[config.mk]
export PLATFORM = sky130hd
export DESIGN_NAME = rtp_result_collector
export DESIGN_NICKNAME = d
export VERILOG_FILES = /design/src/rtl/rtp_collect_pkg.sv /design/src/rtl/rtp_rr_arbiter.sv /design/src/rtl/rtp_result_collector.sv
export SDC_FILE = /design/constraint.sdc
export NUM_CORES = 1
export LEC_CHECK = 0
export BUFFER_PORTS_ARGS = -buffer_cell sky130_fd_sc_hd__buf_2
export CAP_MARGIN = 20
export CORE_UTILIZATION = 36
export DETAILED_ROUTE_END_ITERATION = 16
export HOLD_SLACK_MARGIN = 0.12
export PLACE_DENSITY_LB_ADDON = 0.05
export SETUP_SLACK_MARGIN = 0.15
export SYNTH_ARGS = -nofsm -noshare
export SYNTH_HDL_FRONTEND = slang
export SYNTH_SLANG_ARGS = --single-unit
[constraint.sdc]
create_clock -name clock -period 15.1 [get_ports clock]
set_input_delay 0.755 -clock clock [delete_from_list [all_inputs] [get_ports clock]]
set_output_delay 0.755 -clock clock [all_outputs]
set_load 0.01 [all_outputs]
[src/rtl/rtp_collect_pkg.sv]
`default_nettype none
// ============================================================================
//  Module      : rtp_collect_pkg
//  Description : Shared types, default widths and width helpers for the
//                ray-tracing result collector.
//  Revision    : 1.0  initial release
// ============================================================================
package rtp_collect_pkg;

    localparam int c_def_num_ch     = 2;
    localparam int c_def_id_w       = 32;
    localparam int c_def_t_w        = 32;
    localparam int c_def_fifo_depth = 8;
    localparam int c_def_cnt_w      = 64;

    // Channel index width; a single channel still gets a 1-bit index.
    function automatic int ch_width(input int n);
        return (n > 1) ? $clog2(n) : 1;
    endfunction

    // Occupancy width: must be able to represent DEPTH itself.
    function automatic int lvl_width(input int d);
        return $clog2(d) + 1;
    endfunction

    // Result record at the default widths.
    typedef struct packed {
        logic [c_def_id_w-1:0]               ray_id;
        logic [c_def_t_w-1:0]                hitT;
        logic [ch_width(c_def_num_ch)-1:0]   ch;
    } rtp_result_t;

endpackage
`default_nettype wire

[src/rtl/rtp_rr_arbiter.sv]
`default_nettype none
// ============================================================================
//  Module      : rtp_rr_arbiter
//  Description : Combinational round-robin arbiter. Grants the first
//                requester at or above i_ptr, wrapping NUM_CH-1 -> 0.
//  Ports       : i_req   request vector
//                i_ptr   highest-priority channel index
//                i_en    arbitration enable (no grant when low)
//                o_grant one-hot grant (zero when nothing granted)
//                o_idx   index of granted channel
//                o_any   a grant was issued
//  Revision    : 1.0  initial release
// ============================================================================
module rtp_rr_arbiter
    import rtp_collect_pkg::*;
#(
    parameter int NUM_CH = 2
) (
    input  logic [NUM_CH-1:0]           i_req,
    input  logic [ch_width(NUM_CH)-1:0] i_ptr,
    input  logic                        i_en,
    output logic [NUM_CH-1:0]           o_grant,
    output logic [ch_width(NUM_CH)-1:0] o_idx,
    output logic                        o_any
);

    localparam int c_ch_w = ch_width(NUM_CH);

    int w_j;

    always_comb begin
        o_grant = '0;
        o_idx   = '0;
        o_any   = 1'b0;
        w_j     = 0;
        if (i_en) begin
            for (int k = 0; k < NUM_CH; k++) begin
                w_j = int'(i_ptr) + k;
                if (w_j >= NUM_CH) begin
                    w_j = w_j - NUM_CH;
                end
                if (!o_any && i_req[w_j]) begin
                    o_any        = 1'b1;
                    o_grant[w_j] = 1'b1;
                    o_idx        = c_ch_w'(w_j);
                end
            end
        end
    end

endmodule
`default_nettype wire

[src/rtl/rtp_result_collector.sv]
`default_nettype none
// ============================================================================
//  Module      : rtp_result_collector
//  Description : Collects per-ray results from NUM_CH channels, round-robin
//                arbitrates them into a show-ahead FIFO, tracks channel
//                completion and a frozen total-cycle counter.
//  Ports       : clock/reset        clock, synchronous active-high reset
//                in_valid/in_ready  per-channel handshake (ready one-hot)
//                in_ray_id/in_hitT  packed per-channel payload
//                in_finish          per-channel last-result pulse
//                out_*              FIFO head stream (valid/ready)
//                all_finish         sticky: all done and drained
//                cycle_count        cycles from reset release to all_finish
//                fifo_level         current FIFO occupancy
//  Option      : RTP_COLLECT_PERF_EN adds perf_accept / perf_stall counters.
//  Revision    : 1.0  initial release
// ============================================================================
module rtp_result_collector
    import rtp_collect_pkg::*;
#(
    parameter int NUM_CH     = c_def_num_ch,
    parameter int ID_W       = c_def_id_w,
    parameter int T_W        = c_def_t_w,
    parameter int FIFO_DEPTH = c_def_fifo_depth,
    parameter int CNT_W      = c_def_cnt_w
) (
    input  logic                              clock,
    input  logic                              reset,
    input  logic [NUM_CH-1:0]                 in_valid,
    output logic [NUM_CH-1:0]                 in_ready,
    input  logic [NUM_CH*ID_W-1:0]            in_ray_id,
    input  logic [NUM_CH*T_W-1:0]             in_hitT,
    input  logic [NUM_CH-1:0]                 in_finish,
    output logic                              out_valid,
    input  logic                              out_ready,
    output logic [ID_W-1:0]                   out_ray_id,
    output logic [T_W-1:0]                    out_hitT,
    output logic [ch_width(NUM_CH)-1:0]       out_ch,
    output logic                              all_finish,
    output logic [CNT_W-1:0]                  cycle_count,
    output logic [lvl_width(FIFO_DEPTH)-1:0]  fifo_level
`ifdef RTP_COLLECT_PERF_EN
    ,
    output logic [NUM_CH*CNT_W-1:0]           perf_accept,
    output logic [CNT_W-1:0]                  perf_stall
`endif
);

    localparam int c_ch_w  = ch_width(NUM_CH);
    localparam int c_lvl_w = lvl_width(FIFO_DEPTH);
    localparam int c_aw    = $clog2(FIFO_DEPTH);

    typedef struct packed {
        logic [ID_W-1:0]   ray_id;
        logic [T_W-1:0]    hitT;
        logic [c_ch_w-1:0] ch;
    } entry_t;

    entry_t              r_mem [FIFO_DEPTH];
    logic [c_aw-1:0]     r_wptr;
    logic [c_aw-1:0]     r_rptr;
    logic [c_lvl_w-1:0]  r_level;
    logic [c_ch_w-1:0]   r_rr_ptr;
    logic [NUM_CH-1:0]   r_fin;
    logic                r_all_finish;
    logic [CNT_W-1:0]    r_cycle_count;

    logic                w_full;
    logic                w_wr;
    logic                w_rd;
    logic [NUM_CH-1:0]   w_grant;
    logic [c_ch_w-1:0]   w_gidx;
    entry_t              w_wr_entry;
    entry_t              w_head;

    // Full comes from the registered level so a same-cycle read never
    // opens a write slot; in_ready is therefore independent of out_ready.
    assign w_full = (r_level == c_lvl_w'(FIFO_DEPTH));
    assign w_rd   = (r_level != '0) && out_ready;

    rtp_rr_arbiter #(
        .NUM_CH (NUM_CH)
    ) u_arb (
        .i_req   (in_valid),
        .i_ptr   (r_rr_ptr),
        .i_en    (!w_full),
        .o_grant (w_grant),
        .o_idx   (w_gidx),
        .o_any   (w_wr)
    );

    assign in_ready = w_grant;

    always_comb begin
        w_wr_entry.ray_id = in_ray_id[int'(w_gidx)*ID_W +: ID_W];
        w_wr_entry.hitT   = in_hitT[int'(w_gidx)*T_W +: T_W];
        w_wr_entry.ch     = w_gidx;
    end

    assign w_head      = r_mem[r_rptr];
    assign out_valid   = (r_level != '0);
    assign out_ray_id  = w_head.ray_id;
    assign out_hitT    = w_head.hitT;
    assign out_ch      = w_head.ch;
    assign fifo_level  = r_level;
    assign all_finish  = r_all_finish;
    assign cycle_count = r_cycle_count;

    // Storage carries no reset; validity is tracked by r_level alone.
    always_ff @(posedge clock) begin
        if (w_wr) begin
            r_mem[r_wptr] <= w_wr_entry;
        end
    end

    always_ff @(posedge clock) begin
        if (reset) begin
            r_wptr        <= '0;
            r_rptr        <= '0;
            r_level       <= '0;
            r_rr_ptr      <= '0;
            r_fin         <= '0;
            r_all_finish  <= 1'b0;
            r_cycle_count <= '0;
        end else begin
            if (w_wr) begin
                r_wptr <= r_wptr + 1'b1;
                if (int'(w_gidx) == NUM_CH - 1) begin
                    r_rr_ptr <= '0;
                end else begin
                    r_rr_ptr <= w_gidx + 1'b1;
                end
            end
            if (w_rd) begin
                r_rptr <= r_rptr + 1'b1;
            end
            case ({w_wr, w_rd})
                2'b10:   r_level <= r_level + 1'b1;
                2'b01:   r_level <= r_level - 1'b1;
                default: r_level <= r_level;
            endcase

            r_fin <= r_fin | in_finish;

            if ((&r_fin) && (r_level == '0) && (in_valid == '0) && !w_wr) begin
                r_all_finish <= 1'b1;
            end

            if (!r_all_finish && (r_cycle_count != '1)) begin
                r_cycle_count <= r_cycle_count + 1'b1;
            end
        end
    end

`ifdef RTP_COLLECT_PERF_EN
    logic [CNT_W-1:0] r_perf_accept [NUM_CH];
    logic [CNT_W-1:0] r_perf_stall;

    // Counters share the cycle_count freeze so all reports cover one window.
    always_ff @(posedge clock) begin
        if (reset) begin
            for (int i = 0; i < NUM_CH; i++) begin
                r_perf_accept[i] <= '0;
            end
            r_perf_stall <= '0;
        end else if (!r_all_finish) begin
            for (int i = 0; i < NUM_CH; i++) begin
                if (w_grant[i] && (r_perf_accept[i] != '1)) begin
                    r_perf_accept[i] <= r_perf_accept[i] + 1'b1;
                end
            end
            if ((|in_valid) && w_full && (r_perf_stall != '1)) begin
                r_perf_stall <= r_perf_stall + 1'b1;
            end
        end
    end

    for (genvar gi = 0; gi < NUM_CH; gi++) begin : g_perf_out
        assign perf_accept[gi*CNT_W +: CNT_W] = r_perf_accept[gi];
    end
    assign perf_stall = r_perf_stall;
`endif

endmodule
`default_nettype wire

# ---- After elaboration in Yosys (flattened, before gate mapping)
# Memory sizes are Yosys's and may differ from the RTL's. A register that Yosys moved wholly into a read port is not among the register bits.
# Index checks and enable logic that the tools add are counted.
dict set report word_totals {
  word_cells 78
  memories 1
  ramBits 520
  reg_bits 78
}
dict set report op_classes {
  n_bitwise 2
  shift 2
  reduce_logical 16
  n_lt_le_gt_ge 6
  addsub 9
  muxes 31
  eq_ne 4
}
# memory words word_bits read_ports rd_ports_with_merged_regs wr line
set memory_table {}
lappend memory_table {r_mem 8 65 1 1 1 rtp_result_collector.sv:59} ;# entry_t r_mem [FIFO_DEPTH];
# operator count
set op_table {}
lappend op_table {{$mux W32} 4}
lappend op_table {{$shiftx A64 B7 Y32} 2}
lappend op_table {{$add A64 B1 Y64 const B} 1}
lappend op_table {{$ge A32 B1 Y1 const B} 2}
lappend op_table {{$lt A32 B3 Y1 const B} 2}
lappend op_table {{$ne A64 B64 Y1 const B} 1}
lappend op_table {{$ge A32 B3 Y1 const B} 1}
lappend op_table {{$sub A32 B3 Y32 const B} 1}
lappend op_table {{$mux W1} 18}
lappend op_table {{$logic_and A1 B1 Y1} 8}
lappend op_table {{$mux W2} 4}
lappend op_table {{$pmux W4 S2} 1}
lappend op_table {{$add A3 B1 Y3 const B} 2}
lappend op_table {{$mux W3} 2}
lappend op_table {{$add A4 B1 Y4 const B} 1}
lappend op_table {{$eq A4 B4 Y1 const B} 1}
lappend op_table {{$logic_not A4 Y1} 1}
lappend op_table {{$or A2 B2 Y2} 2}
lappend op_table {{$reduce_bool A4 Y1} 1}
lappend op_table {{$sub A4 B1 Y4 const B} 1}
lappend op_table {{$logic_not A1 Y1} 3}
lappend op_table {{$sub A1 B2 Y3 const B} 1}
lappend op_table {{$add A1 B1 Y2 const B} 1}
lappend op_table {{$demux W1 S1} 2}
lappend op_table {{other kinds (7)} 7}

# ---- Longest topological paths before layout
# Gate-level depths: netlist (run 1).
dict set report logic_depth {
  depth_word 14
  ltp_mapped 11
}

# ---- Hierarchy
# From an unflattened synthesis (run 1), not the netlist that was laid out.
dict set report unflattened {
  hier_cells 1337
  hier_area_um2 24387.1
}
# module seq_area_each_um2 instances cells_per_inst area_per_inst_um2
set by_module_without_submodules {}
lappend by_module_without_submodules {rtp_result_collector 17236.5 1 1330 24353.4}
lappend by_module_without_submodules {rtp_rr_arbiter 0.0 1 7 33.8}

# ---- Worst setup path after synthesis (run 1)
# No wires, ideal clock.
dict set report synth_timing {
  path_kind {input -> register}
  startpoint {input port in_valid[0]}
  endpoint {memory r_mem[0][0] (netlist bit) (enable)}
  cell_stages 4
  arrival_time_ns 7.433
  required_ns 14.452
  slack_ns 7.018
  cell_sequence {nor2_1 -> a21oi_1 -> inv_1 -> nor4_1}
}
dict set report synth_via {
  elab_chain_len 11
  word_cells_on_any_way 14
  classes_between {mux: 12; reduce/logical: 2}
}
# element line
set synth_rtl {}
lappend synth_rtl {{from (decl)} rtp_result_collector.sv:29} ;# input logic [NUM_CH-1:0] in_valid,
lappend synth_rtl {{$mux W1 (implied by the code) (3 in series)} rtp_rr_arbiter.sv:42} ;# if (!o_any && i_req[w_j]) begin
lappend synth_rtl {{$mux W1} rtp_rr_arbiter.sv:42}
lappend synth_rtl {{$mux W1} rtp_rr_arbiter.sv:36} ;# if (i_en) begin
lappend synth_rtl {{$logic_not A1 Y1} rtp_rr_arbiter.sv:42}
lappend synth_rtl {{$logic_and A1 B1 Y1} rtp_rr_arbiter.sv:42}
lappend synth_rtl {{$mux W1 (*)} rtp_rr_arbiter.sv:42}
lappend synth_rtl {{$mux W1 (*)} rtp_rr_arbiter.sv:36}
lappend synth_rtl {{$mux W1 (*)} rtp_result_collector.sv:111} ;# if (w_wr) begin
lappend synth_rtl {{$mux W1 (implied by the code) (*)} rtp_result_collector.sv:112} ;# r_mem[r_wptr] <= w_wr_entry;
lappend synth_rtl {{to (decl)} rtp_result_collector.sv:59}
# Mark *: on every way between the ends. The rest lies on a longest branch, timed or not. The select of a mux whose other input is x is not followed.

==> results.rst, run 1 <==
.. list-table::
   :header-rows: 1

   * - Metric
     - Value
   * - Run status
     - complete, no violations
   * - Worst endpoint data arrival time
     - 3170 ps
   * - Gate count of the mapped netlist
     - between 1000 and 1500
   * - Unique cell type count in the Yosys netlist
     - 55
   * - Hold-fix buffers, CTS
     - 0
   * - Actual slew at the worst max-slew pin
     - 997 ps
   * - Worst Setup End Kind
     - output pin
   * - Number of buffers inserted by port buffering
     - 271
   * - Setup repair after global routing missed its margin
     - no
   * - DP Cell Count
     - 2567
   * - Element type at the critical path start
     - flip-flop
   * - Dominant cell type by area after synthesis
     - sky130_fd_sc_hd__edfxtp_1
   * - Chain of cells forming the critical path
     - buf_12 > mux4_2 > mux2_2 > buf_2
   * - Final count of negative-setup-slack endpoints
     - 0
   * - Die outline area
     - between 60000 and 70000 um2
   * - Clock tree from TritonCTS
     - built
   * - Leftover overflow at the end of global routing
     - 0
   * - Number of flops mapped to enable cells by yosys
     - 520
   * - CP Max Fanout
     - 107
   * - Max-cap violation count
     - 0
   * - Pleak
     - between 9 and 10 nW
   * - Minimum setup slack after placement
     - 11540 ps
   * - Floorplan core area
     - 67300 um2
   * - Pin count of the biggest net entering global routing
     - 108
   * - Initial cell density of the core
     - 0.364
   * - Final HPWL from detailed placement
     - ~33 mm
   * - Initial antenna violation count
     - 0
   * - Asr flop ratio synth
     - 0
   * - Timing-limited maximum frequency
     - 255 MHz
   * - Fraction of the yosys area taken by sequential cells
     - 0.704
   * - Final standard cell count with taps included and fillers excluded
     - 2682
   * - Relative contribution of combinational cells to total power
     - 0.209
   * - Gr usage total
     - 0.169
   * - Power density of the placed cells
     - 159 nW/um2
   * - Num CTS Buffers
     - 68
   * - Root buffer cell
     - sky130_fd_sc_hd__clkbuf_16
   * - Number of global-route vias before repair
     - 14200
   * - First-iteration detailed-routing DRC count
     - 683
   * - Finished layout cell area
     - 29000 um2
   * - Most frequent cells in the layout
     - sky130_fd_sc_hd__edfxtp_1, sky130_fd_sc_hd__buf_2, sky130_fd_sc_hd__nand2_1, sky130_fd_sc_hd__mux4_2, sky130_fd_sc_hd__dfxtp_1
   * - Number of slew-limit violations in the final report
     - 0
   * - Portion of synthesized cell area occupied by the leading cell type
     - 0.637
   * - Internal power
     - 3.41 mW
   * - Synth Warn #
     - 0
   * - Syn Nets
     - 1615
   * - Clock Tree Buf Depth
     - 3
   * - Number of primary I/O pins
     - 272
   * - Max_slew headroom
     - 0.335
   * - Later-pin clock latency in the skew report
     - slightly below 600 ps
   * - Final GP Congestion
     - 0.722
   * - Final Routed Wirelength
     - 58.0 mm
   * - Sw Pwr
     - 1.20 mW
   * - Final hold violation count
     - 0
   * - Switching share of power
     - 0.260
   * - Setup total negative slack
     - 0 ps
   * - Post-CTS Repair Setup Buffers
     - 0
   * - Share of layout cells above drive strength 1
     - 0.341
   * - Leading cell type in the layout, fill and taps excluded
     - sky130_fd_sc_hd__edfxtp_1
   * - Reg power frac
     - 0.446
   * - Maximum clock skew at final layout
     - 19.9 ps
   * - Hold/Removal Path Class
     - primary input to flip-flop
   * - Final-stage net count
     - 1905
   * - Ratio of final minimum period to clock period
     - 0.260
   * - Via count
     - ~14000
   * - Max IR drop VDD
     - 0.0000745 V
   * - Shortest period the worst path allows
     - about 3900 ps
   * - Overall die height
     - 263 um
   * - DR vias/cell
     - 5.07
   * - Detailed-route DRC error count
     - 0
   * - Final ANT Viol Nets
     - 0
   * - Max stage delay on crit path
     - 760 ps
   * - Mean routed wirelength per cell
     - 21.6 um
   * - X dimension of the die
     - 263 um
   * - Area growth syn-to-layout
     - 18.5%
   * - Global-route wire length before repair
     - 88.1 mm
   * - Clock transition at the registers of the reported paths
     - 60 ps
   * - H-tree lvl count
     - 3
   * - Post-layout worst setup margin
     - 11170 ps
   * - Top cells by area in the synthesized netlist
     - sky130_fd_sc_hd__edfxtp_1, sky130_fd_sc_hd__mux4_2, sky130_fd_sc_hd__dfxtp_1
   * - Synthesized area per cell
     - 16.6 um2
   * - Slowest cell on the critical path
     - sky130_fd_sc_hd__buf_12
   * - Critical path required time
     - 14350 ps
   * - Number of flip-flops and latches in the synthesized netlist
     - 601
   * - Area post-placement
     - 26900 um2
   * - Resize count post-CTS
     - 0
   * - First drt pass iteration count
     - 5
   * - Clk sink count
     - 601
   * - Number of standard-cell rows in the floorplan
     - 95
   * - Predominant post-synthesis flop cell
     - sky130_fd_sc_hd__edfxtp_1
   * - Critical path start-end classification
     - flip-flop to output pin
   * - Antenna Cells
     - 0
   * - Clock power frac
     - 0.345
   * - Synthesized area
     - 24500 um2
## worst max-delay path: cells and delay by family (launching register included)
kind     cells  cell delay, ps
mux          2             910
buf+inv      2             910
flops        1             680
## final timing paths
path | end | depth (start not counted) | from | slack, ps
max | out_ray_id[8] | 4 | flip-flop | 11170
min | r_fin[0] | 3 | in_finish[0] | 390
max reg2reg | r_mem[7][27] | 5 | fifo_level[0] | 11970
min reg2reg | r_fin[0] | 2 | r_fin[0] | 470
## metrics by stage
step / util / hold WS [ps] / power [mW]
after detailed placement: 0.400 / 461 / 3.10
after floorplan: - / 434 / 2.75
final: 0.432 / 386 / 4.61
after global placement: 0.400 / 455 / 3.09
after global routing: 0.432 / 378 / 4.84
after CTS: 0.432 / 340 / 4.71
## cells in the mapped netlist (9+ instances only)
master,number
sky130_fd_sc_hd__xnor2_1,28
sky130_fd_sc_hd__inv_1,9
sky130_fd_sc_hd__buf_2,10
sky130_fd_sc_hd__xor2_1,11
sky130_fd_sc_hd__a21oi_1,35
sky130_fd_sc_hd__nand2_1,232
sky130_fd_sc_hd__buf_1,14
sky130_fd_sc_hd__mux2_2,72
sky130_fd_sc_hd__dfxtp_1,81
sky130_fd_sc_hd__and4_1,12
sky130_fd_sc_hd__mux4_2,130
sky130_fd_sc_hd__or3_1,16
sky130_fd_sc_hd__edfxtp_1,520
sky130_fd_sc_hd__nand3_1,24
sky130_fd_sc_hd__nor2_1,71
sky130_fd_sc_hd__nor3_1,13
sky130_fd_sc_hd__o21ai_0,16
sky130_fd_sc_hd__clkbuf_1,48
sky130_fd_sc_hd__nand4_1,27
sky130_fd_sc_hd__a211oi_1,9
## power groups by stage
stage                     registers [mW]  logic (mW)  clock network [mW]
after floorplan                     2.07       0.678                   0
after global placement              2.09        1.00                   0
after detailed placement            2.10        1.00                   0
after CTS                           2.06        1.00                1.64
after global routing                2.07        1.06                1.71
final                               2.06       0.962                1.59
## logic make-up after synthesis
family | synth area share
mux | 0.154
buf+inv | 0.0132
simple gates | 0.0910
flops | 0.704
xor+xnor | 0.0139
compound gates | 0.0212
fa+ha+maj | 0.00306
## sequential cells by signal, indices dropped and copies added (netlist names), named ones only
signal	flops
fifo_level	4
all_finish	1
r_mem	520
r_fin	2
cycle_count	64
r_rptr	3
r_rr_ptr	1
r_wptr	3
## routing by layer
metal | wire [um] | vias up | track usage
li1 | - | 6325 | -
met1 | 25600 | 6954 | 0.222
met2 | 28500 | 259 | 0.282
met3 | 3000 | 68 | 0.0377
met4 | 943 | 0 | 0.0465
met5 | 0 | - | 0
## final cells by class
class / count / area (um2)
Clock buffer: 89 / 1850
Clock inverter: 26 / 282
Fill cell: 6076 / 38200
Inverter: 9 / 33.8
Multi-Input combinational cell: 791 / 7000
Sequential cell: 601 / 17200
Tap cell: 873 / 1090
Timing Repair Buffer: 293 / 1530
No activity file was read; power rests on OpenSTA's default activity.
==> run 2: changes to the inputs <==
- clock period: 15.1 -> 4.05 ns (I/O delays scaled with it)
==> run 2 against run 1 <==
  * Non-clock buffer count rose by 100
  * Flip-flop and latch count unchanged
  * Sequential share of layout area shrank 2.2 points
  * Clock skew rose by 3.0 ps
  * Critical path depth unchanged
  * Combinational power rose to 4.0 times the previous value
  * Global-route usage grew 0.43 points
  * Clock-buffer cell count up 1
  * Highest routed layer unchanged
==> results.rst, run 2 (synthesis gave the netlist of run 1 again) <==
.. list-table::
   :header-rows: 1

   * - Metric
     - Value
   * - Run status
     - complete, no violations (unchanged)
   * - Capture instance of the worst register-to-register path
     - fifo_level[3] (was r_mem[7][27])
   * - Area post-placement
     - 27100 um2 (was 26900 um2)
   * - Number of global-route vias before repair
     - 14900 (was 14200)
   * - Global-route wire length before repair
     - 90.8 mm (was 88.1 mm)
   * - Reg power frac
     - 0.445 (was 0.446)
   * - Number of filler cells placed in the layout
     - 6031 (was 6076)
   * - Critical path start-end classification
     - flip-flop to output pin (unchanged)
   * - DR vias/cell
     - 5.05 (was 5.07)
   * - Mean routed wirelength per cell
     - 21.3 um (was 21.6 um)
   * - Final cell utilization of the core
     - 0.448 (was 0.432)
   * - Hold-fix buffers, CTS
     - 94 (was 0)
   * - Initial antenna violation count
     - 1 (was 0)
   * - Post-layout worst setup margin
     - 1040 ps (was 11170 ps)
   * - Beginning of the worst register-to-register path
     - fifo_level[1] (was fifo_level[0])
   * - Register area
     - 17200 um2 (unchanged)
   * - Internal power
     - 12.7 mW (was 3.41 mW)
   * - Timing-limited maximum frequency
     - 333 MHz
   * - Post-route worst hold slack
     - 143 ps (was 386 ps)
   * - Die outline area
     - 69100 um2 (unchanged)
   * - H-tree lvl count
     - 3 (unchanged)
   * - Final hold violation count
     - 0 (unchanged)
   * - Number of slew-limit violations in the final report
     - 0 (unchanged)
   * - Most frequent cells in the layout
     - sky130_fd_sc_hd__edfxtp_1, sky130_fd_sc_hd__buf_2, sky130_fd_sc_hd__nand2_1, sky130_fd_sc_hd__mux4_2, sky130_fd_sc_hd__dlygate4sd3_1 (was sky130_fd_sc_hd__edfxtp_1, sky130_fd_sc_hd__buf_2, sky130_fd_sc_hd__nand2_1, sky130_fd_sc_hd__mux4_2, sky130_fd_sc_hd__dfxtp_1)
   * - Number of buffers inserted by port buffering
     - 271 (unchanged)
   * - Shortest period the worst path allows
     - ~3000 ps
   * - Share of layout cells above drive strength 1
     - 0.320 (was 0.341)
   * - Actual slew at the worst max-slew pin
     - 920 ps (was 997 ps)
   * - Pin count of the biggest net entering global routing
     - 66 (was 108)
   * - Final count of negative-setup-slack endpoints
     - 0 (unchanged)
   * - Overall die height
     - 263 um (unchanged)
   * - Clock tree from TritonCTS
     - built (unchanged)
   * - Setup total negative slack
     - 0 ps (unchanged)
   * - Area occupied by multi-input gates
     - 7030 um2 (was 7000 um2)
   * - Power density of the placed cells
     - 573 nW/um2 (was 159 nW/um2)
   * - Leftover overflow at the end of global routing
     - 0 (unchanged)
   * - Clock transition at the registers of the reported paths
     - 60 ps (about the same)
   * - Sw Pwr
     - 4.51 mW (was 1.20 mW)
   * - Initial cell density of the core
     - 0.364 (unchanged)
   * - Area growth syn-to-layout
     - 23.0% (was 18.5%)
   * - Gr usage total
     - 0.173 (was 0.169)
   * - Final ANT Viol Nets
     - 0 (unchanged)
   * - Final GP Congestion
     - 0.770 (was 0.722)
   * - Finished layout cell area
     - 30100 um2 (was 29000 um2)
   * - Floorplan core area
     - 67300 um2 (unchanged)
   * - Max_slew headroom
     - 0.387 (was 0.335)
   * - Post-CTS Repair Setup Buffers
     - 0 (unchanged)
   * - Reg2Reg Depth
     - 10 (was 5)
   * - Clock Tree Buf Depth
     - 3 (unchanged)
   * - Max IR drop VDD
     - 0.000253 V (was 0.0000745 V)
   * - Max-cap violation count
     - 0 (unchanged)
   * - Final HPWL from detailed placement
     - 34.2 mm (was 33.0 mm)
   * - Setup repair after global routing missed its margin
     - no (unchanged)
   * - Number of standard-cell rows in the floorplan
     - 95 (unchanged)
   * - Hold/Removal Path Class
     - primary input to flip-flop (unchanged)
   * - Detailed-route DRC error count
     - 0 (unchanged)
   * - Number of flip-flops in the largest register
     - 520 (unchanged)
   * - Clock power frac
     - 0.334 (was 0.345)
   * - Critical path required time
     - 3850 ps (was 14350 ps)
   * - Element type at the critical path start
     - flip-flop (unchanged)
   * - End of the worst hold path
     - r_mem[0][61] (was r_fin[0])
   * - CP Max Fanout
     - 31 (was 107)
   * - Number of primary I/O pins
     - 272 (unchanged)
   * - Setup slack of the most critical reg-to-reg path
     - 1250 ps (was 11970 ps)
   * - Via count
     - 14100 (was 13600)
   * - Final-stage net count
     - 2005 (was 1905)
   * - Startpoint of the tightest hold check path
     - in_ray_id[28] (was in_finish[0])
   * - Ratio of final minimum period to clock period
     - 0.742
   * - Cell depth of the worst min-delay path
     - 3 (unchanged)
   * - Leading cell type in the layout, fill and taps excluded
     - sky130_fd_sc_hd__edfxtp_1 (unchanged)
   * - Top register by number of flip-flops
     - r_mem (unchanged)
   * - Resize count post-CTS
     - 0 (unchanged)
   * - Relative contribution of combinational cells to total power
     - 0.221 (was 0.209)
   * - Clk sink count
     - 601 (unchanged)
   * - First-iteration detailed-routing DRC count
     - 848 (was 683)
   * - Antenna Cells
     - 0 (unchanged)
   * - Num CTS Buffers
     - 68 (unchanged)
   * - Later-pin clock latency in the skew report
     - 590 ps (was 580 ps)
   * - Worst endpoint data arrival time
     - 2800 ps (was 3170 ps)
   * - First drt pass iteration count
     - 6 (was 5)
   * - Worst Setup End Kind
     - output pin (unchanged)
   * - Root buffer cell
     - sky130_fd_sc_hd__clkbuf_16 (unchanged)
   * - Pleak
     - 10.4 nW (was 10.0 nW)
   * - Minimum setup slack after placement
     - 1180 ps (was 11540 ps)
   * - Switching share of power
     - 0.261 (was 0.260)
   * - X dimension of the die
     - 263 um (unchanged)
   * - Final Routed Wirelength
     - 59.3 mm (was 58.0 mm)
   * - Maximum clock skew at final layout
     - 22.9 ps (was 19.9 ps)
-- run 2: routing by layer --
| metal | track usage | up-vias | part of all wire |
|---|---|---|---|
| li1 | - | 6523 | - |
| met3 | 0.0307 | 90 | 0.040 |
| met2 | 0.299 | 273 | 0.50 |
| met1 | 0.222 | 7178 | 0.43 |
| met5 | 0 | - | 0 |
| met4 | 0.0561 | 0 | 0.023 |
-- run 2: layout make-up --
class	count	share of cell area
Sequential cell	601	0.572
Multi-Input combinational cell	791	0.233
Timing Repair Buffer	393	0.0890
Clock buffer	90	0.0599
Tap cell	873	0.0362
Clock inverter	26	0.00810
Inverter	9	0.00116
-- run 2: per-stage QoR --
stage / power, mW / std cells
after floorplan: 10.2 / 1474
after global placement: 11.6 / 2573
after detailed placement: 11.7 / 2573
after CTS: 17.6 / 2783
after global routing: 18.1 / 2783
final: 17.3 / 2783
-- run 2: critical path, cell delays in order, from the launching register on --
cell,delay (ps)
sky130_fd_sc_hd__dfxtp_4,830
sky130_fd_sc_hd__buf_12,350
sky130_fd_sc_hd__mux4_2,550
sky130_fd_sc_hd__mux2_2,330
sky130_fd_sc_hd__buf_2,160
-- run 2: worst max path at each step --
stage | from | to | slack, ps | cells after the start
after global routing | flip-flop | out_hitT[7] | 840 | 4
after CTS | flip-flop | out_hitT[7] | 910 | 4
final | flip-flop | out_hitT[7] | 1040 | 4
after global placement | fifo_level[1] | r_mem[7][9] | 1260 | 5
after floorplan | fifo_level[1] | r_mem[7][0] | -250 | 4
after detailed placement | fifo_level[1] | r_mem[5][4] | 1180 | 5
-- run 2: power groups by stage --
stage	combinational, mW	clock [mW]	sequential (mW)
after global routing	4.16	6.18	7.75
after detailed placement	3.83	0	7.83
after CTS	3.96	5.97	7.70
final	3.81	5.76	7.69
after floorplan	2.54	0	7.68
after global placement	3.82	0	7.81
